$ cat config.mk
export PLATFORM = sky130hd
export DESIGN_NAME = i2c_txn_arbiter_flat
export DESIGN_NICKNAME = d
export VERILOG_FILES = /design/src/rtl/i2c_txn_arbiter_if.sv /design/src/rtl/i2c_txn_arbiter.sv /design/src/flat_wrapper.sv
export SDC_FILE = /design/constraint.sdc
export NUM_CORES = 1
export LEC_CHECK = 0
export CORE_MARGIN = 5
export CORE_UTILIZATION = 49
export DETAILED_ROUTE_END_ITERATION = 7
export PLACE_DENSITY_LB_ADDON = 0.05
export SKIP_LAST_GASP = 1
export SYNTH_ARGS = -nofsm -noshare
export SYNTH_HDL_FRONTEND = slang
export SYNTH_SLANG_ARGS = --single-unit
$ cat constraint.sdc
create_clock -name clk -period 3.7 [get_ports clk]
set_input_delay 0.74 -clock clk [delete_from_list [all_inputs] [get_ports clk]]
set_output_delay 0.74 -clock clk [all_outputs]
set_load 0.005 [all_outputs]
$ cat src/rtl/i2c_txn_arbiter_if.sv
// rtl/i2c_txn_arbiter_if.sv - requester and I2C master signal bundle for i2c_txn_arbiter
interface i2c_txn_arbiter_if #(
  parameter int NUM_REQ = 2
);

  // Requester side
  logic [NUM_REQ-1:0]   req;
  logic [NUM_REQ-1:0]   req_rw;
  logic [7*NUM_REQ-1:0] req_slave_addr;
  logic [8*NUM_REQ-1:0] req_reg_addr;
  logic [8*NUM_REQ-1:0] req_wdata;
  logic [NUM_REQ-1:0]   gnt;
  logic [NUM_REQ-1:0]   done;
  logic [NUM_REQ-1:0]   err;
  logic                 err_timeout;
  logic [7:0]           rdata;

  // I2C byte-transaction master side
  logic                 m_enable;
  logic [6:0]           m_slave_addr;
  logic [7:0]           m_reg_addr;
  logic [7:0]           m_data;
  logic                 m_read_write;
  logic                 m_abort;
  logic                 m_busy;
  logic                 m_done;
  logic                 m_nack;
  logic [7:0]           m_rdata;

  // Arbiter view: consumes requests and master status, drives grants and master commands
  modport master (
    input  req, req_rw, req_slave_addr, req_reg_addr, req_wdata,
    input  m_busy, m_done, m_nack, m_rdata,
    output gnt, done, err, err_timeout, rdata,
    output m_enable, m_slave_addr, m_reg_addr, m_data, m_read_write, m_abort
  );

  // Environment view: requesters plus the I2C master datapath
  modport slave (
    output req, req_rw, req_slave_addr, req_reg_addr, req_wdata,
    output m_busy, m_done, m_nack, m_rdata,
    input  gnt, done, err, err_timeout, rdata,
    input  m_enable, m_slave_addr, m_reg_addr, m_data, m_read_write, m_abort
  );

endinterface

$ cat src/rtl/i2c_txn_arbiter.sv
// rtl/i2c_txn_arbiter.sv - round-robin scheduler sharing one I2C byte-transaction master
module i2c_txn_arbiter #(
  parameter int NUM_REQ   = 2,
  parameter int MAX_RETRY = 3,
  parameter int RETRY_GAP = 16,
  parameter int TIMEOUT   = 1023
) (
  input logic               clk,
  input logic               reset,
  i2c_txn_arbiter_if.master bus
);

  localparam int PTR_W = (NUM_REQ > 1) ? $clog2(NUM_REQ) : 1;
  localparam int TMR_W = (TIMEOUT > 0) ? $clog2(TIMEOUT + 1) : 1;
  localparam int RTY_W = (MAX_RETRY > 0) ? $clog2(MAX_RETRY + 1) : 1;
  localparam int GAP_W = (RETRY_GAP > 1) ? $clog2(RETRY_GAP) : 1;

  typedef enum logic [2:0] {
    S_IDLE   = 3'd0,
    S_LAUNCH = 3'd1,
    S_WAIT   = 3'd2,
    S_GAP    = 3'd3,
    S_RESP   = 3'd4
  } state_e;

  state_e               state_q, state_d;
  logic [PTR_W-1:0]     rr_ptr_q, rr_ptr_d;
  logic [PTR_W-1:0]     g_q, g_d;
  logic [RTY_W-1:0]     retry_cnt_q, retry_cnt_d;
  logic [TMR_W-1:0]     timer_q, timer_d;
  logic [GAP_W-1:0]     gap_cnt_q, gap_cnt_d;
  logic [NUM_REQ-1:0]   gnt_q, gnt_d;
  logic [NUM_REQ-1:0]   done_q, done_d;
  logic [NUM_REQ-1:0]   err_q, err_d;
  logic                 err_timeout_q, err_timeout_d;
  logic [7:0]           rdata_q, rdata_d;
  logic                 m_enable_q, m_enable_d;
  logic                 m_abort_q, m_abort_d;
  logic [6:0]           m_slave_addr_q, m_slave_addr_d;
  logic [7:0]           m_reg_addr_q, m_reg_addr_d;
  logic [7:0]           m_data_q, m_data_d;
  logic                 m_read_write_q, m_read_write_d;

  logic                 arb_found;
  logic [PTR_W-1:0]     arb_sel;

  // Requester index base+off, wrapped into 0..NUM_REQ-1 (off < NUM_REQ)
  function automatic logic [PTR_W-1:0] wrap_add(input logic [PTR_W-1:0] base, input int off);
    int sum;
    sum = int'(base) + off;
    if (sum >= NUM_REQ) sum = sum - NUM_REQ;
    return PTR_W'(sum);
  endfunction

  // Round-robin pick: scan downward so the smallest offset from rr_ptr is the one that sticks
  always_comb begin
    arb_found = 1'b0;
    arb_sel   = '0;
    for (int i = NUM_REQ - 1; i >= 0; i--) begin
      if (bus.req[wrap_add(rr_ptr_q, i)]) begin
        arb_found = 1'b1;
        arb_sel   = wrap_add(rr_ptr_q, i);
      end
    end
  end

  // Next-state and next-output logic; pulses default low so they last one cycle
  always_comb begin
    state_d        = state_q;
    rr_ptr_d       = rr_ptr_q;
    g_d            = g_q;
    retry_cnt_d    = retry_cnt_q;
    timer_d        = timer_q;
    gap_cnt_d      = gap_cnt_q;
    gnt_d          = gnt_q;
    rdata_d        = rdata_q;
    m_slave_addr_d = m_slave_addr_q;
    m_reg_addr_d   = m_reg_addr_q;
    m_data_d       = m_data_q;
    m_read_write_d = m_read_write_q;
    done_d         = '0;
    err_d          = '0;
    err_timeout_d  = 1'b0;
    m_enable_d     = 1'b0;
    m_abort_d      = 1'b0;

    case (state_q)
      S_IDLE: begin
        // A busy master (e.g. another bus user finishing) holds off arbitration entirely
        if (arb_found && !bus.m_busy) begin
          gnt_d          = '0;
          gnt_d[arb_sel] = 1'b1;
          g_d            = arb_sel;
          retry_cnt_d    = '0;
          for (int i = 0; i < NUM_REQ; i++) begin
            if (arb_sel == PTR_W'(i)) begin
              m_slave_addr_d = bus.req_slave_addr[7*i +: 7];
              m_reg_addr_d   = bus.req_reg_addr[8*i +: 8];
              m_data_d       = bus.req_wdata[8*i +: 8];
              m_read_write_d = bus.req_rw[i];
            end
          end
          state_d = S_LAUNCH;
        end
      end

      S_LAUNCH: begin
        m_enable_d = 1'b1;
        timer_d    = '0;
        state_d    = S_WAIT;
      end

      S_WAIT: begin
        timer_d = timer_q + 1'b1;
        // Completion is checked before the timeout so a late m_done still counts
        if (bus.m_done) begin
          if (!bus.m_nack) begin
            done_d = gnt_q;
            if (!m_read_write_q) rdata_d = bus.m_rdata;
            state_d = S_RESP;
          end else if (retry_cnt_q < RTY_W'(MAX_RETRY)) begin
            retry_cnt_d = retry_cnt_q + 1'b1;
            gap_cnt_d   = '0;
            state_d     = (RETRY_GAP == 0) ? S_LAUNCH : S_GAP;
          end else begin
            err_d         = gnt_q;
            err_timeout_d = 1'b0;
            state_d       = S_RESP;
          end
        end else if (timer_q == TMR_W'(TIMEOUT)) begin
          m_abort_d     = 1'b1;
          err_d         = gnt_q;
          err_timeout_d = 1'b1;
          state_d       = S_RESP;
        end
      end

      S_GAP: begin
        // Grant and latched command stay put; stray m_done here is ignored
        if (gap_cnt_q == GAP_W'(RETRY_GAP - 1)) begin
          state_d = S_LAUNCH;
        end else begin
          gap_cnt_d = gap_cnt_q + 1'b1;
        end
      end

      S_RESP: begin
        // Terminal pulse is visible this cycle; the winner drops to lowest priority
        gnt_d    = '0;
        rr_ptr_d = wrap_add(g_q, 1);
        state_d  = S_IDLE;
      end

      default: begin
        state_d = S_IDLE;
      end
    endcase
  end

  // All state and outputs are registered; asynchronous clear
  always_ff @(posedge clk or negedge reset) begin
    if (!reset) begin
      state_q        <= S_IDLE;
      rr_ptr_q       <= '0;
      g_q            <= '0;
      retry_cnt_q    <= '0;
      timer_q        <= '0;
      gap_cnt_q      <= '0;
      gnt_q          <= '0;
      done_q         <= '0;
      err_q          <= '0;
      err_timeout_q  <= 1'b0;
      rdata_q        <= '0;
      m_enable_q     <= 1'b0;
      m_abort_q      <= 1'b0;
      m_slave_addr_q <= '0;
      m_reg_addr_q   <= '0;
      m_data_q       <= '0;
      m_read_write_q <= 1'b0;
    end else begin
      state_q        <= state_d;
      rr_ptr_q       <= rr_ptr_d;
      g_q            <= g_d;
      retry_cnt_q    <= retry_cnt_d;
      timer_q        <= timer_d;
      gap_cnt_q      <= gap_cnt_d;
      gnt_q          <= gnt_d;
      done_q         <= done_d;
      err_q          <= err_d;
      err_timeout_q  <= err_timeout_d;
      rdata_q        <= rdata_d;
      m_enable_q     <= m_enable_d;
      m_abort_q      <= m_abort_d;
      m_slave_addr_q <= m_slave_addr_d;
      m_reg_addr_q   <= m_reg_addr_d;
      m_data_q       <= m_data_d;
      m_read_write_q <= m_read_write_d;
    end
  end

  assign bus.gnt          = gnt_q;
  assign bus.done         = done_q;
  assign bus.err          = err_q;
  assign bus.err_timeout  = err_timeout_q;
  assign bus.rdata        = rdata_q;
  assign bus.m_enable     = m_enable_q;
  assign bus.m_abort      = m_abort_q;
  assign bus.m_slave_addr = m_slave_addr_q;
  assign bus.m_reg_addr   = m_reg_addr_q;
  assign bus.m_data       = m_data_q;
  assign bus.m_read_write = m_read_write_q;

endmodule

$ cat src/flat_wrapper.sv
// flat-port wrapper written by rule: the top's interface ports become plain ports
module i2c_txn_arbiter_flat 
#(
  parameter int NUM_REQ   = 2,
  parameter int MAX_RETRY = 3,
  parameter int RETRY_GAP = 16,
  parameter int TIMEOUT   = 1023
)
  (clk, reset, bus_req, bus_req_rw, bus_req_slave_addr, bus_req_reg_addr, bus_req_wdata, bus_m_busy, bus_m_done, bus_m_nack, bus_m_rdata, bus_gnt, bus_done, bus_err, bus_err_timeout, bus_rdata, bus_m_enable, bus_m_slave_addr, bus_m_reg_addr, bus_m_data, bus_m_read_write, bus_m_abort);
  i2c_txn_arbiter_if #(.NUM_REQ(NUM_REQ)) bus_i ();
  input logic clk;
  input logic reset;
  input wire logic [$bits(bus_i.req)-1:0] bus_req;
  input wire logic [$bits(bus_i.req_rw)-1:0] bus_req_rw;
  input wire logic [$bits(bus_i.req_slave_addr)-1:0] bus_req_slave_addr;
  input wire logic [$bits(bus_i.req_reg_addr)-1:0] bus_req_reg_addr;
  input wire logic [$bits(bus_i.req_wdata)-1:0] bus_req_wdata;
  input wire logic [$bits(bus_i.m_busy)-1:0] bus_m_busy;
  input wire logic [$bits(bus_i.m_done)-1:0] bus_m_done;
  input wire logic [$bits(bus_i.m_nack)-1:0] bus_m_nack;
  input wire logic [$bits(bus_i.m_rdata)-1:0] bus_m_rdata;
  output wire logic [$bits(bus_i.gnt)-1:0] bus_gnt;
  output wire logic [$bits(bus_i.done)-1:0] bus_done;
  output wire logic [$bits(bus_i.err)-1:0] bus_err;
  output wire logic [$bits(bus_i.err_timeout)-1:0] bus_err_timeout;
  output wire logic [$bits(bus_i.rdata)-1:0] bus_rdata;
  output wire logic [$bits(bus_i.m_enable)-1:0] bus_m_enable;
  output wire logic [$bits(bus_i.m_slave_addr)-1:0] bus_m_slave_addr;
  output wire logic [$bits(bus_i.m_reg_addr)-1:0] bus_m_reg_addr;
  output wire logic [$bits(bus_i.m_data)-1:0] bus_m_data;
  output wire logic [$bits(bus_i.m_read_write)-1:0] bus_m_read_write;
  output wire logic [$bits(bus_i.m_abort)-1:0] bus_m_abort;
  assign bus_i.req = bus_req;
  assign bus_i.req_rw = bus_req_rw;
  assign bus_i.req_slave_addr = bus_req_slave_addr;
  assign bus_i.req_reg_addr = bus_req_reg_addr;
  assign bus_i.req_wdata = bus_req_wdata;
  assign bus_i.m_busy = bus_m_busy;
  assign bus_i.m_done = bus_m_done;
  assign bus_i.m_nack = bus_m_nack;
  assign bus_i.m_rdata = bus_m_rdata;
  assign bus_gnt = bus_i.gnt;
  assign bus_done = bus_i.done;
  assign bus_err = bus_i.err;
  assign bus_err_timeout = bus_i.err_timeout;
  assign bus_rdata = bus_i.rdata;
  assign bus_m_enable = bus_i.m_enable;
  assign bus_m_slave_addr = bus_i.m_slave_addr;
  assign bus_m_reg_addr = bus_i.m_reg_addr;
  assign bus_m_data = bus_i.m_data;
  assign bus_m_read_write = bus_i.m_read_write;
  assign bus_m_abort = bus_i.m_abort;
  i2c_txn_arbiter #(.NUM_REQ(NUM_REQ), .MAX_RETRY(MAX_RETRY), .RETRY_GAP(RETRY_GAP), .TIMEOUT(TIMEOUT)) u_core (.clk(clk), .reset(reset), .bus(bus_i));
endmodule
* After elaboration in Yosys (flattened, before gate mapping)
Cells that the tools add are included.
Storage, ports and cells: bits in registers 61, bits of input ports 63, output and inout port bits 41
Cells by class: $add $sub $neg 8, order comparisons 8, equal/unequal tests 13, mux-type cells 49, bitwise gates (word level) 2, reduce and logical (&&, ||, !) cells 14
Operator list (number):
- $mux W2 | 13
- $pmux W10 S2 | 1
- $mux W3 | 6
- $mux W1 | 17
- $mux W4 | 4
- $mux W8 | 2
- $pmux W3 S4 | 1
- $add A10 B1 Y10 const B | 1
- $eq A10 B10 Y1 const B | 1
- $reduce_and A5 Y1 | 2
- $pmux W2 S2 | 2
- $pmux W4 S2 | 1
- $reduce_bool A2 Y1 | 4
- $mux W7 | 1
- $eq A3 B2 Y1 const B | 2
- $lt A1 B2 Y1 const B | 3
- $ne A2 B1 Y1 const B | 3
- $ne A2 B2 Y1 const B | 3
- $add A1 B1 Y2 const B | 2
- $add A4 B1 Y4 const B | 1
- $eq A4 B4 Y1 const B | 1
- $ge A2 B2 Y1 const B | 2
- $reduce_and A2 Y1 | 2
- $reduce_and A4 Y1 | 1
- other kinds (14) | 18

* Depth between registers and ports, before layout
Gate-level depths: netlist of run 1.
word-level depth 13, mapped depth 6

* Worst setup path before layout of run 1
OpenSTA, ideal clock, no wires.
path kind input -> register, from input bus_req[1], to register u_core.g_q, library setup time 0.125 ns, arrival 1.665 ns, data required time 3.575 ns, setup slack 1.910 ns, cell stages on the path 5, path buffers 2, path through clkbuf_1 o21ba_2 and2_1 buf_4 mux2_2
Between the ends: cells in the longest elaborated chain, start to end 6, elaborated cells between the ends (all ways) 10, classes of those cells mux: 8; reduce/logical: 2
RTL lines:
- start, declared | line flat_wrapper.sv:13 | input wire logic [$bits(bus_i.req)-1:0] bus_req;
- $mux W1 (not written as such) (2 in a row) | line i2c_txn_arbiter.sv:60 | if (bus.req[wrap_add(rr_ptr_q, i)]) begin
- $mux W1 (2 in a row) | line i2c_txn_arbiter.sv:60
- $logic_and A1 B1 Y1 | line i2c_txn_arbiter.sv:90 | if (arb_found && !bus.m_busy) begin
- $reduce_and A2 Y1 (no line)
- end signal, assigned | line i2c_txn_arbiter.sv:183 | g_q <= g_d;
- end, declared | line i2c_txn_arbiter.sv:28 | logic [PTR_W-1:0] g_q, g_d;
Several ways; a longest one is shown, not always the timed one. The select of a mux whose other input is x is not followed. A chain may end at the register's enable or synchronous reset.

* Final worst setup path of run 1
from input bus_req[1], to register u_core.m_data_q[3] (netlist: u_core.bus.m_data[3])
Between the ends: cells in the longest elaborated chain, start to end 6, elaborated cells between the ends (all ways) 11, classes of those cells mux: 9; reduce/logical: 2
RTL lines:
- $mux W1 (not written as such) (2 in a row) | line i2c_txn_arbiter.sv:60
- $mux W1 (2 in a row) | line i2c_txn_arbiter.sv:60
- $logic_and A1 B1 Y1 | line i2c_txn_arbiter.sv:90
- $reduce_and A2 Y1 (no line)
- end signal, assigned | line i2c_txn_arbiter.sv:196 | m_data_q <= m_data_d;
- end, declared | line i2c_txn_arbiter.sv:41 | logic [7:0] m_data_q, m_data_d;
Several ways; a longest one is shown, not always the timed one. The select of a mux whose other input is x is not followed.

==> results.md, run 1 <==
- Status: completed
- Fmax: 450.1 MHz
- Die height: 88.76 um
- Endpoints failing hold: 0
- CTS tree: built
- Pins Over Slew Limit: 0
- CP Launch Type: input pin
- DRC errors left: 0
- HP Class: reg -> reg
- Vias: 2,683
- Total of max-cap violations: 0
- Clock sinks: 61
- EDFF count, synth: 0
- Clock transition at the registers of the reported paths: 0.07 ns
- CP Data Required Time: 3.92 ns
- Max_slew headroom: 41.24%
- Synth area leader: dfrtp_1
- Core Region: 0.005991 mm2
- Dpl hpwl: 5.535 mm
- Top delay family on crit path: buffers and inverters
- Asr flop ratio synth: 100.0%
- Setup TNS: 0 ns
- RD Place Congestion: 0.8031
- Crit path kind: in -> reg
- Initial antenna violation count: 0
- Net Count, Synth: 366
- Hold-fix buffers, CTS: 0
- Root Buffer: clkbuf_8
- Num CTS Buffers: 9
- CP most frequent cell: buf_4
- Die Wd: 88.76 um
- Synth top area cells: dfrtp_1 50%, nand3b_1 6.4%, a31oi_1 5.6%, a21oi_1 5.3%, o21ai_0 4.9%
- Min Tclk post-route: 2.222 ns
- Yosys warns: 0
- Nets: 460
- Gr usage total: 20.59%
- Initial Utilization: 50.73%
- Period Utilization, post-route: 60.05%
- Crit path buffers/inverters: 3
- Antenna-violating nets left: 0
- Worst slew pin tran: 0.8814 ns
- Post-Synthesis Cell Area: 0.003039 mm2
- Full die area: 0.007877 mm2
- Number of global-route vias before repair: 2,712
- CP cell instances: clkdlybuf4s50_1 > buf_4 > o21ba_2 > and2_1 > buf_4 > a31oi_1
- Yosys reg bits: 61
- DRT iter0 DRCs: 106
- Final setup fails: 0
- Skew final: 0.003204 ns
- Crit-path max FO: 26
- Num rows: 28
- Postcts setup bufs: 0
- Crit path DAT: 2.44 ns
- RSZ-0062 raised after global routing: no
- Area after DPL: 0.004089 mm2
- Utilization after layout: 72.39%
- Pwr/cell area: 711.1 mW/mm2
- Largest net degree at the start of global routing: 42
- Io pins: 104
- Post-synthesis cell type count: 49
- First-pass GRT wire length: 12.47 mm
- Layout cells sized above 1: 10.78%
- WL/cell: 16.32 um
- Dpl cells: 458
- Post-route cell area: 0.004337 mm2
- Largest stage delay on the critical path: 0.45 ns
- Mean Syn Cell Area: 10.13 um2
- DR vias/cell: 5.660
- Leak Pwr: 1.758 nW
- Drt total wl: 7.735 mm
- Antenna cells: 0
- Clk_lat worst skew: 0.34 ns
- Post-CTS resize count: 0
- Slowest-stage cell, CP: clkdlybuf4s50_1
- Synth Flop Type: dfrtp_1
- I/O Buffers: 103
- Drt pass-1 iters: 4
- Fillers: 463
- Sequential share of the synthesized area: 50.23%
- Clock tree buffer depth: 2
- CTS H-tree lvls: 3
- Mapped Cells: 300
- Layout Cells excl Fill: 474
- Max VDD drop: 0.0004166 V
- Post-synth top area share: 50.23%
- Total gr overflow: 0
- Area delta synth->final: 42.69%
- CP endpoint kind: flip-flop
power breakdown:
group,internal [mW],switching (mW),total (mW)
Clock,0.450,0.279,0.730
Sequential,0.929,0.225,1.15
Combinational,0.688,0.513,1.20
logic make-up after synthesis:
logic type / synth area share [%]
AO/OA/AOI/OAI: 21.12
AND/OR/NAND/NOR: 16.92
flip-flops: 50.23
buffers and inverters: 4.858
multiplexers: 5.352
adder cells (fa/ha/maj): 1.235
XOR/XNOR: 0.2882
registers in the layout, indices dropped and copies added, names as in the netlist:
name and flops:
u_core.bus.rdata 8, u_core.bus.err 2, u_core.timer_q 10, u_core.bus.err_timeout 1, u_core.bus.gnt 2, u_core.g_q 1, u_core.rr_ptr_q 1, u_core.bus.m_slave_addr 7
u_core.bus.done 2, u_core.bus.m_read_write 1, u_core.gap_cnt_q 4, u_core.state_q 3, u_core.bus.m_data 8, u_core.bus.m_reg_addr 8, u_core.retry_cnt_q 2, u_core.bus.m_enable 1
cells in the mapped netlist (2+ instances only):
cell      instances
o221ai_1          2
dfrtp_1          61
inv_1             8
nor2_1            4
clkbuf_1         14
mux2_2           10
a31oi_1          27
o31ai_1           3
and2_1            2
a21oi_1          32
nor3_1            2
o21ai_0          30
o22ai_1           2
nor2b_1           4
and3_1            3
mux2i_1           5
nand3_1           8
buf_2            10
ha_1              3
nand2b_1          2
buf_4             2
nand3b_1         26
nor4_1            2
a32o_1            2
nand2_1          12
per-stage QoR:
step / hold WS (ns) / worst slack (ns) / total power [mW]
floorplan: 0.4324 / 1.910 / 1.751
global placement: 0.4588 / 1.150 / 2.345
detailed placement: 0.4532 / 1.119 / 2.374
CTS: 0.4714 / 1.488 / 3.108
global route: 0.4943 / 1.354 / 3.296
finish: 0.4700 / 1.478 / 3.084
area by class of cell:
| cell class | count | area [um2] | area share, % |
|---|---|---|---|
| inverters | 8 | 30.03 | 0.6924 |
| multi-input cells | 205 | 1368 | 31.53 |
| well taps | 75 | 93.84 | 2.164 |
| repair buffers | 109 | 1071 | 24.70 |
| flip-flops and latches | 61 | 1526 | 35.20 |
| clock inverters | 7 | 123.9 | 2.856 |
| clock buffers | 9 | 123.9 | 2.856 |
routing by layer:
| metal | part of all wire (%) | global-route usage [%] |
|---|---|---|
| met5 | 0 | 0 |
| met4 | 1.6 | 8.379 |
| met3 | 7.0 | 5.866 |
| met2 | 51 | 36.10 |
| met1 | 40 | 23.50 |
cells in the final DEF (no fill, tap or decap), drive strengths merged, types with 3 or more instances in the layout:
master / Yosys / routed
nor3: 3 / 3
o31ai: 3 / 3
buf: 12 / 7
nand3b: 27 / 27
a31oi: 27 / 27
bufinv: 0 / 3
clkdlybuf4s50: 0 / 102
a21oi: 32 / 32
mux2i: 5 / 5
dfrtp: 61 / 61
clkinv: 0 / 3
nand3: 9 / 9
clkbuf: 14 / 9
ha: 3 / 3
and3: 3 / 3
nand2: 12 / 12
inv: 8 / 8
nor2: 4 / 4
o21ai: 30 / 30
mux2: 10 / 10
nor2b: 4 / 4
worst paths after layout:
path	start	end	slack (ns)	cells after the start
max	bus_req[1]	u_core.bus.m_data[3]	1.48	6
min	u_core.g_q	u_core.rr_ptr_q	0.47	1
max reg2reg	u_core.state_q[1]	u_core.bus.rdata[4]	1.82	3
min reg2reg	u_core.g_q	u_core.rr_ptr_q	0.47	1
max in group asynchronous	reset	u_core.bus.rdata[7]	2.39	2
min in group asynchronous	reset	u_core.gap_cnt_q[1]	0.52	1
(Power assumes the default switching activity.)
==> run 2: changes to the inputs <==
CORE_UTILIZATION = 41   (was 49)
clock period = 1.8 ns   (was 3.7 ns; I/O delays follow)
==> run 2 against run 1 <==
Against the previous run:
- sequential power increased by 100%
- global-route usage is 1.8 points lower
- critical path depth fell by 2
- cell area grew 3.8%
- die area is 17% higher
- register-to-register slack worse by 1.7 ns
- clock power is 88% higher
- clock skew is 0.0093 ns higher
- sequential share of layout area fell by 1.3 points
- non-clock buffer count is 17 higher
- combinational power increased by 130%
- setup slack got worse by 1.4 ns
- highest routed layer unchanged
==> results.md, run 2 (synthesis results as in run 1) <==
- Nets: 477
- Clock tree buffer depth: 2
- Top delay family on crit path: simple AND/OR/NAND/NOR gates
- Drt total wl: 8.358 mm
- DR vias/cell: 5.410
- Status: completed
- Post-route cell area: 0.004501 mm2
- CTS H-tree lvls: 3
- First-pass GRT wire length: 13.60 mm
- DRT iter0 DRCs: 97
- Postcts setup bufs: 0
- Layout cells sized above 1: 14.42%
- Root Buffer: clkbuf_8
- Antenna-violating nets left: 0
- CP Data Required Time: 2.02 ns
- CP cell instances: ha_1 > nand2_1 > or4_4 > a31o_2
- Die height: 96.10 um
- Leak Pwr: 1.841 nW
- Max reg flops: 10
- Pwr/cell area: 1427 mW/mm2
- Worst slew pin tran: 0.5348 ns
- Min Tclk post-route: 1.672 ns
- Core Region: 0.007253 mm2
- Endpoints failing hold: 0
- Area after DPL: 0.004278 mm2
- Post-Place Worst Slack: -0.08413 ns
- Max VDD drop: 0.0005995 V
- RSZ-0062 raised after global routing: no
- Full die area: 0.009234 mm2
- Io pins: 104
- Dpl hpwl: 6.112 mm
- Initial antenna violation count: 0
- Gr usage total: 18.77%
- I/O Buffers: 103
- Hold-fix buffers, CTS: 0
- Num rows: 31
- Most common cell after layout, fill and taps aside: clkdlybuf4s50_1
- Most flops, register: u_core.timer_q
- Slowest-stage cell, CP: or4_4
- Number of global-route vias before repair: 2,874
- HP Class: in -> async
- Final WS setup: 0.1280 ns
- Largest stage delay on the critical path: 0.57 ns
- DRC errors left: 0
- Die Wd: 96.10 um
- Crit path buffers/inverters: 0
- Area delta synth->final: 48.09%
- Clock transition at the registers of the reported paths: 0.07 ns
- Total gr overflow: 0
- CP endpoint kind: flip-flop
- Clk_lat worst skew: 0.33 ns
- WL/cell: 16.23 um
- Final setup fails: 0
- Pins Over Slew Limit: 0
- Crit path DAT: 1.89 ns
- Most frequent cells in the layout: 102 x clkdlybuf4s50_1, 61 x dfrtp_1, 32 x a21oi_1
- Skew final: 0.01251 ns
- Initial Utilization: 41.90%
- RD Place Congestion: 0.7815
- Post-CTS resize count: 0
- Setup TNS: 0 ns
- Fmax: 598.1 MHz
- Antenna cells: 0
- Period Utilization, post-route: 92.89%
- CTS tree: built
- Crit-path max FO: 5
- Max_slew headroom: 64.35%
- Num CTS Buffers: 9
- Total of max-cap violations: 0
- Vias: 2,786
- Drt pass-1 iters: 5
- Crit path kind: reg -> reg
- WHS: 0.005934 ns
- Clock sinks: 61
- CP Launch Type: flip-flop
- Largest net degree at the start of global routing: 34
run 2: changes by cell type in the layout (fill, tap and decap cells not counted), sizes merged:
cell	before	now
inv	8	9
buf	7	24
bufinv	3	2
run 2: path summary, 6_finish.rpt:
| check | slack (ns) | endpoint | from | depth (start not counted) |
|---|---|---|---|---|
| max in group asynchronous | 1.16 | u_core.bus.err[0] | reset | 2 |
| min in group clk | 0.45 | u_core.rr_ptr_q | u_core.g_q | 1 |
| worst max register to register | 0.13 | u_core.state_q[1] | u_core.timer_q[1] | 4 |
| worst max-delay path | 0.13 | u_core.state_q[1] | u_core.timer_q[1] | 4 |
| worst min register to register | 0.45 | u_core.rr_ptr_q | u_core.g_q | 1 |
| worst min-delay path | 0.006 | u_core.gap_cnt_q[2] | reset | 1 |
run 2: final cells by class:
type                    count  area, um2
inverters                   8      30.03
fillers                   619       2753
clock inverters             7      98.84
multi-input cells         205       1374
well taps                  99      123.9
flip-flops and latches     61       1526
clock buffers               9      123.9
repair buffers            126       1224
run 2: layer usage:
metal  track usage, %  part of all wire (%)  vias to the layer above  wire (um)
met2            30.53                    49                       78       4137
li1                 -                     -                     1346          -
met4            6.991                   1.7                        0        140
met3            4.848                   5.4                       11        455
met1            23.95                    43                     1351       3624
met5                0                     0                        -          0
run 2: through the flow:
stage / utilization, % / power [mW] / cells
after CTS: 62.05 / 6.494 / 515
after detailed placement: 58.98 / 5.090 / 499
final: 62.05 / 6.423 / 515
after global routing: 62.05 / 6.874 / 515
after floorplan: - / 3.599 / 300
after global placement: 58.98 / 5.037 / 499
run 2: power by group:
| group | internal [mW] | switching [mW] |
|---|---|---|
| registers | 1.91 | 0.394 |
| logic | 1.55 | 1.20 |
| clock network | 0.787 | 0.581 |
| total | 4.25 | 2.17 |
==> variant 1: new RTL, flow settings as in run 1 <==
Re-encode `state_e` (5 states) as one-hot, 5 bits wide.
--- a/src/rtl/i2c_txn_arbiter.sv
+++ b/src/rtl/i2c_txn_arbiter.sv
@@ -17,8 +17,8 @@
 
-  typedef enum logic [2:0] {
-    S_IDLE   = 3'd0,
-    S_LAUNCH = 3'd1,
-    S_WAIT   = 3'd2,
-    S_GAP    = 3'd3,
-    S_RESP   = 3'd4
+  typedef enum logic [4:0] {
+    S_IDLE   = 5'b00001,
+    S_LAUNCH = 5'b00010,
+    S_WAIT   = 5'b00100,
+    S_GAP    = 5'b01000,
+    S_RESP   = 5'b10000
   } state_e;
Behaviour: same outputs for any inputs over 10 cycles, from zero or initial values and one cycle with reset low; not proved beyond that.
==> variant 1 against run 1 <==
Sequential cell count increased by 2. Largest cell class unchanged. Cell count decreased by 6.8%. Worst hold slack got worse by 0.053 ns. Power decreased by 22%. Design area decreased by 5.1%. Sequential power decreased by 8%. Count of clock-buffer cells in the layout increased by 4. Wire length decreased by 16%. Synthesized area decreased by 6.3%. Critical path depth unchanged. Worst setup slack got worse by 0.37 ns. Non-clock buffer count decreased by 3. Global-route usage decreased by 1.9 points.
==> variant 1: results (changes against run 1) <==
Power
  – Leakage: 1.91 nW (+8.9%)
  – Peak supply drop: 0.000338 V (-19%)

Min path
  – Path class of the lowest-slack min-delay path: primary input to asynchronous set/reset pin

Global route
  – Vias in the first global route: 2373 (-13%)
  – Largest net degree at the start of global routing: 53 (+26%)
  – Wire length of the first global-routing pass: 10900 µm (-13%)
  – Global Route Usage Sum: 0.187 (-0.0188)

Clock tree
  – Clock transition at path regs: 0.06 ns
  – Later-pin clock latency in the skew report: 0.32 ns (-0.02 ns)

Timing
  – Actual slew at the worst max-slew pin: 0.750 ns (-0.132 ns)
  – Worst clock skew: 0.00417 ns (+0.000965 ns)
  – Maximum clock frequency: 386 MHz (-14%)
  – Tightest hold margin: 0.417 ns (-0.0531 ns)

Route
  – Via Count: 2321 (-13%)
  – Wirelength per Cell: 14.7 µm (-10%)
  – Initial DRC count: 89 (-16%)

Synthesis
  – Count of distinct cell types in the synthesized netlist: 46 (-6.1%)
  – Synth top area cells: sky130_fd_sc_hd__dfrtp_1 (54%), sky130_fd_sc_hd__mux2i_1 (9.1%), sky130_fd_sc_hd__o21ai_0 (5.1%), sky130_fd_sc_hd__nand2_1 (4.9%), sky130_fd_sc_hd__mux2_2 (4.0%)
  – Seq/Total Area, Yosys: 0.554 (+0.0518)
  – Most used standard cells in the synthesized netlist: sky130_fd_sc_hd__dfrtp_1 (62), sky130_fd_sc_hd__nand2_1 (37), sky130_fd_sc_hd__o21ai_0 (29), sky130_fd_sc_hd__mux2i_1 (26)
  – Net Count, Synth: 327 (-11%)

Place
  – Placement Cell Area: 3950 µm² (-3.4%)
  – Post-Place Setup Slack: 0.770 ns (-0.349 ns)
  – Post-detailed-placement half-perimeter wirelength: 4950 µm (-11%)
  – Routability congestion estimate: 0.782 (-2.7%)

Finish
  – Util after Layout: 0.738 (+0.0144)
  – Fill cell total of the finished layout: 433 (-6.5%)
  – Fraction of final layout cells sized beyond drive strength 1: 0.0892 (-0.0186)
  – Total Nets Final: 433 (-5.9%)

Worst setup path
  – Startpoint of the worst setup timing path: bus_m_busy
  – Worst reg-to-reg path cell count: 5 (+2)
  – Worst flop-to-flop path startpoint: u_core.state_q[0]$_DFFE_PN1P_
  – Largest delay share family, worst path: simple AND/OR/NAND/NOR gates
  – Cell with the biggest individual delay on the critical path: sky130_fd_sc_hd__or4b_4
  – Internal reg-to-reg setup slack: 1.37 ns (-0.45 ns)
  – CP Max Fanout: 52 (+100%)
  – Delay of the slowest cell on the worst path: 0.49 ns (+0.04 ns)
  – Crit path capture: u_core.bus.gnt[0]$_DFFE_PN0P_

Run status
  – Status: finished clean

Floorplan
  – Initial core utilization: 0.511 (+0.00358)
-- variant 1: layout make-up --
type | instances | area share
inverters | 5 | 0.00456
repair buffers | 106 | 0.258
well taps | 72 | 0.0219
clock buffers | 13 | 0.0386
flip-flops and latches | 63 | 0.383
clock inverters | 1 | 0.00122
multi-input cells | 182 | 0.292
-- variant 1: cell families after synthesis --
| family | share of synthesized area |
|---|---|
| and+or+nand+nor | 0.159 |
| DFF | 0.554 |
| AOI/OAI and AO/OA | 0.106 |
| muxes | 0.131 |
| buffers and inverters | 0.0246 |
| xor gates and xnor gates | 0.0123 |
| adders and majority gates | 0.0132 |
-- variant 1: worst min path at each step --
stage / endpoint / cells past startpoint
global placement: u_core.bus.m_slave_addr[2]$_DFFE_PN0P_ / 2
finish: u_core.bus.rdata[3]$_DFFE_PN0P_ / 1
floorplan: u_core.bus.done[0]$_DFF_PN0_ / 0
CTS: u_core.bus.rdata[3]$_DFFE_PN0P_ / 1
detailed placement: u_core.rr_ptr_q$_DFFE_PN0P_ / 1
global route: u_core.bus.rdata[3]$_DFFE_PN0P_ / 1
-- variant 1: layer usage --
layer	part of all wire	vias up	wire length, µm	global-route usage
li1	-	1133	-	-
met1	0.42	1094	2710	0.222
met2	0.47	86	3040	0.300
met3	0.10	8	650	0.0875
met4	0.013	0	85	0.0652
met5	0	-	0	0
-- variant 1: worst reg2reg max path: cells and delay by family, from the launching register on --
family / cells / cell delay (ns)
DFF: 1 / 0.57
buffers and inverters: 1 / 0.28
and+or+nand+nor: 3 / 1.26
AOI/OAI and AO/OA: 1 / 0.11
-- variant 1: metrics by stage --
stage          std cells  total power, mW
6_report             442             2.41
5_1_grt              442             2.59
4_1_cts              442             2.45
3_5_place_dp         428             1.93
3_3_place_gp         428             1.91
2_1_floorplan        261             1.41
-- variant 1: report_power, final --
part | switching, mW | internal [mW] | total [mW]
Clock | 0.230 | 0.272 | 0.502
Combinational | 0.336 | 0.511 | 0.847
Sequential | 0.149 | 0.911 | 1.06
==> variant 2: new RTL, config.mk and constraints of run 1 <==
Without the edit above. `MAX_RETRY` is set to 3 in 2 places; all go to 6.
--- a/src/rtl/i2c_txn_arbiter.sv
+++ b/src/rtl/i2c_txn_arbiter.sv
@@ -3,3 +3,3 @@
   parameter int NUM_REQ   = 2,
-  parameter int MAX_RETRY = 3,
+  parameter int MAX_RETRY = 6,
   parameter int RETRY_GAP = 16,
--- a/src/flat_wrapper.sv
+++ b/src/flat_wrapper.sv
@@ -4,3 +4,3 @@
   parameter int NUM_REQ   = 2,
-  parameter int MAX_RETRY = 3,
+  parameter int MAX_RETRY = 6,
   parameter int RETRY_GAP = 16,
Formal check against the unedited RTL: same outputs for any inputs over 10 cycles, from zero or initial values and one cycle with reset low; that may be too few to reach the edited logic, so the function may still have changed.
==> variant 2 against run 1 <==
Synthesized cell count fell by 9.7%. Design area fell by 4.4%. Sequential share of layout area rose by 2.2 points. Power fell by 11%. Worst setup slack got worse by 0.24 ns. Wire length fell by 17%. Cell count fell by 4.9%. Synthesized area fell by 5.0%. Sequential cell count rose by 1. Largest cell class unchanged. Highest routed layer unchanged.
==> variant 2: results (changes against run 1) <==
Run status
  – Status: finished clean

Synthesis
  – Seq/Total Area, Yosys: 0.537 (+0.0350)
  – Most used standard cells in the synthesized netlist: sky130_fd_sc_hd__dfrtp_1 (62), sky130_fd_sc_hd__nand2_1 (43), sky130_fd_sc_hd__o21ai_1 (29), sky130_fd_sc_hd__mux2i_1 (28), sky130_fd_sc_hd__nand3_1 (11)
  – Count of distinct cell types in the synthesized netlist: 43 (-12%)
  – Synth top area cells: sky130_fd_sc_hd__dfrtp_1 (54%), sky130_fd_sc_hd__mux2i_1 (9.7%), sky130_fd_sc_hd__nand2_1 (5.6%), sky130_fd_sc_hd__o21ai_1 (5.0%), sky130_fd_sc_hd__mux2_4 (4.2%)
  – Compound-gate portion of the synthesized area: 0.115 (-0.0964)
  – Mux share of post-synthesis cell area: 0.139 (+0.0851)
  – Synthesized area divided by synthesized cell count: 10.7 µm² (+5.2%)
  – Net Count, Synth: 337 (-7.9%)

Worst setup path
  – CP Max Fanout: 36 (+38%)
  – Worst flop-to-flop path startpoint: u_core.state_q[2]$_DFFE_PN0P_
  – Internal reg-to-reg setup slack: 1.48 ns (-0.34 ns)
  – Delay of the slowest cell on the worst path: 0.70 ns (+0.25 ns)
  – Crit path capture: u_core.bus.m_read_write$_DFFE_PN0P_
  – Cell with the biggest individual delay on the critical path: sky130_fd_sc_hd__or4_1
  – End of the worst register-to-register path: u_core.bus.rdata[3]$_DFFE_PN0P_

Route
  – Wire length after detailed routing: 6390 µm (-17%)
  – Wirelength per Cell: 14.2 µm (-13%)
  – Mean number of vias per cell: 5.16 (-8.8%)
  – Sum of routed wire segments on met1: 2620 µm (-16%)
  – Met3 WL: 584 µm (+7.7%)
  – Met2 routed WL: 3100 µm (-22%)

Power
  – Total combinational power: 1.04 mW (-13%)
  – Peak supply drop: 0.000331 V (-21%)
  – Switching power: 885 µW (-13%)
  – Total clock network power: 563 µW (-23%)
  – Power Internal: 1.86 mW (-10%)
  – Leakage: 1.90 nW (+8.3%)

Global route
  – Met1 routing resource usage after global routing: 0.212 (-0.0225)
  – Vias in the first global route: 2413 (-11%)
  – Global Route Usage Sum: 0.184 (-0.0223)
  – Wire length of the first global-routing pass: 10800 µm (-13%)
  – Largest net degree at the start of global routing: 44 (+4.8%)
  – Met3 capacity usage during global routing: 0.0618 (+0.00313)

Place
  – Post-detailed-placement half-perimeter wirelength: 4880 µm (-12%)
  – Placed instance count: 435 (-5.0%)
  – Post-Place Setup Slack: 0.891 ns (-0.227 ns)
  – Routability congestion estimate: 0.765 (-4.8%)
  – Placement Cell Area: 3960 µm² (-3.2%)

Timing
  – Tightest hold margin: 0.339 ns (-0.131 ns)
  – Worst clock skew: 0.00691 ns (+0.00370 ns)

Min path
  – Path class of the lowest-slack min-delay path: primary input to asynchronous set/reset pin
variant 2: cell count changes after synthesis, moves of 8 or more:
| cell | change |
|---|---|
| sky130_fd_sc_hd__nand2_1 | +31 |
| sky130_fd_sc_hd__a21oi_1 | -29 |
| sky130_fd_sc_hd__o21ai_1 | +29 |
| sky130_fd_sc_hd__mux2i_1 | +23 |
| sky130_fd_sc_hd__nand3b_1 | -23 |
| sky130_fd_sc_hd__a31oi_1 | -22 |
| sky130_fd_sc_hd__o21ai_0 | -21 |
| sky130_fd_sc_hd__mux2_2 | -10 |
| sky130_fd_sc_hd__mux2_4 | +8 |
variant 2: layout make-up:
class	instances	area (µm²)
timing repair buffer	106	1050
fill	473	1670
clock inverter	6	62.6
inverter	2	7.51
tap	75	93.8
clock buffer	10	128
multi-input combinational	190	1260
sequential	62	1550
variant 2: cell families (layout without fill, tap and decap cells):
kind of cell / Yosys count / in the layout
compound gates: 58 / 58
buf+inv: 19 / 124
fa+ha+maj: 3 / 3
xor+xnor: 1 / 1
simple gates: 92 / 92
flops: 62 / 62
mux: 36 / 36
variant 2: how the worst min path moves through the flow:
stage,start,endpoint
final,reset,u_core.bus.rdata[7]$_DFFE_PN0P_
after global routing,reset,u_core.bus.rdata[7]$_DFFE_PN0P_
after CTS,reset,u_core.timer_q[9]$_DFFE_PN0P_
after detailed placement,u_core.bus.m_slave_addr[1]$_DFFE_PN0P_,u_core.bus.m_slave_addr[1]$_DFFE_PN0P_
after global placement,u_core.timer_q[7]$_DFFE_PN0P_,u_core.timer_q[7]$_DFFE_PN0P_
after floorplan,reset,u_core.bus.done[0]$_DFF_PN0_
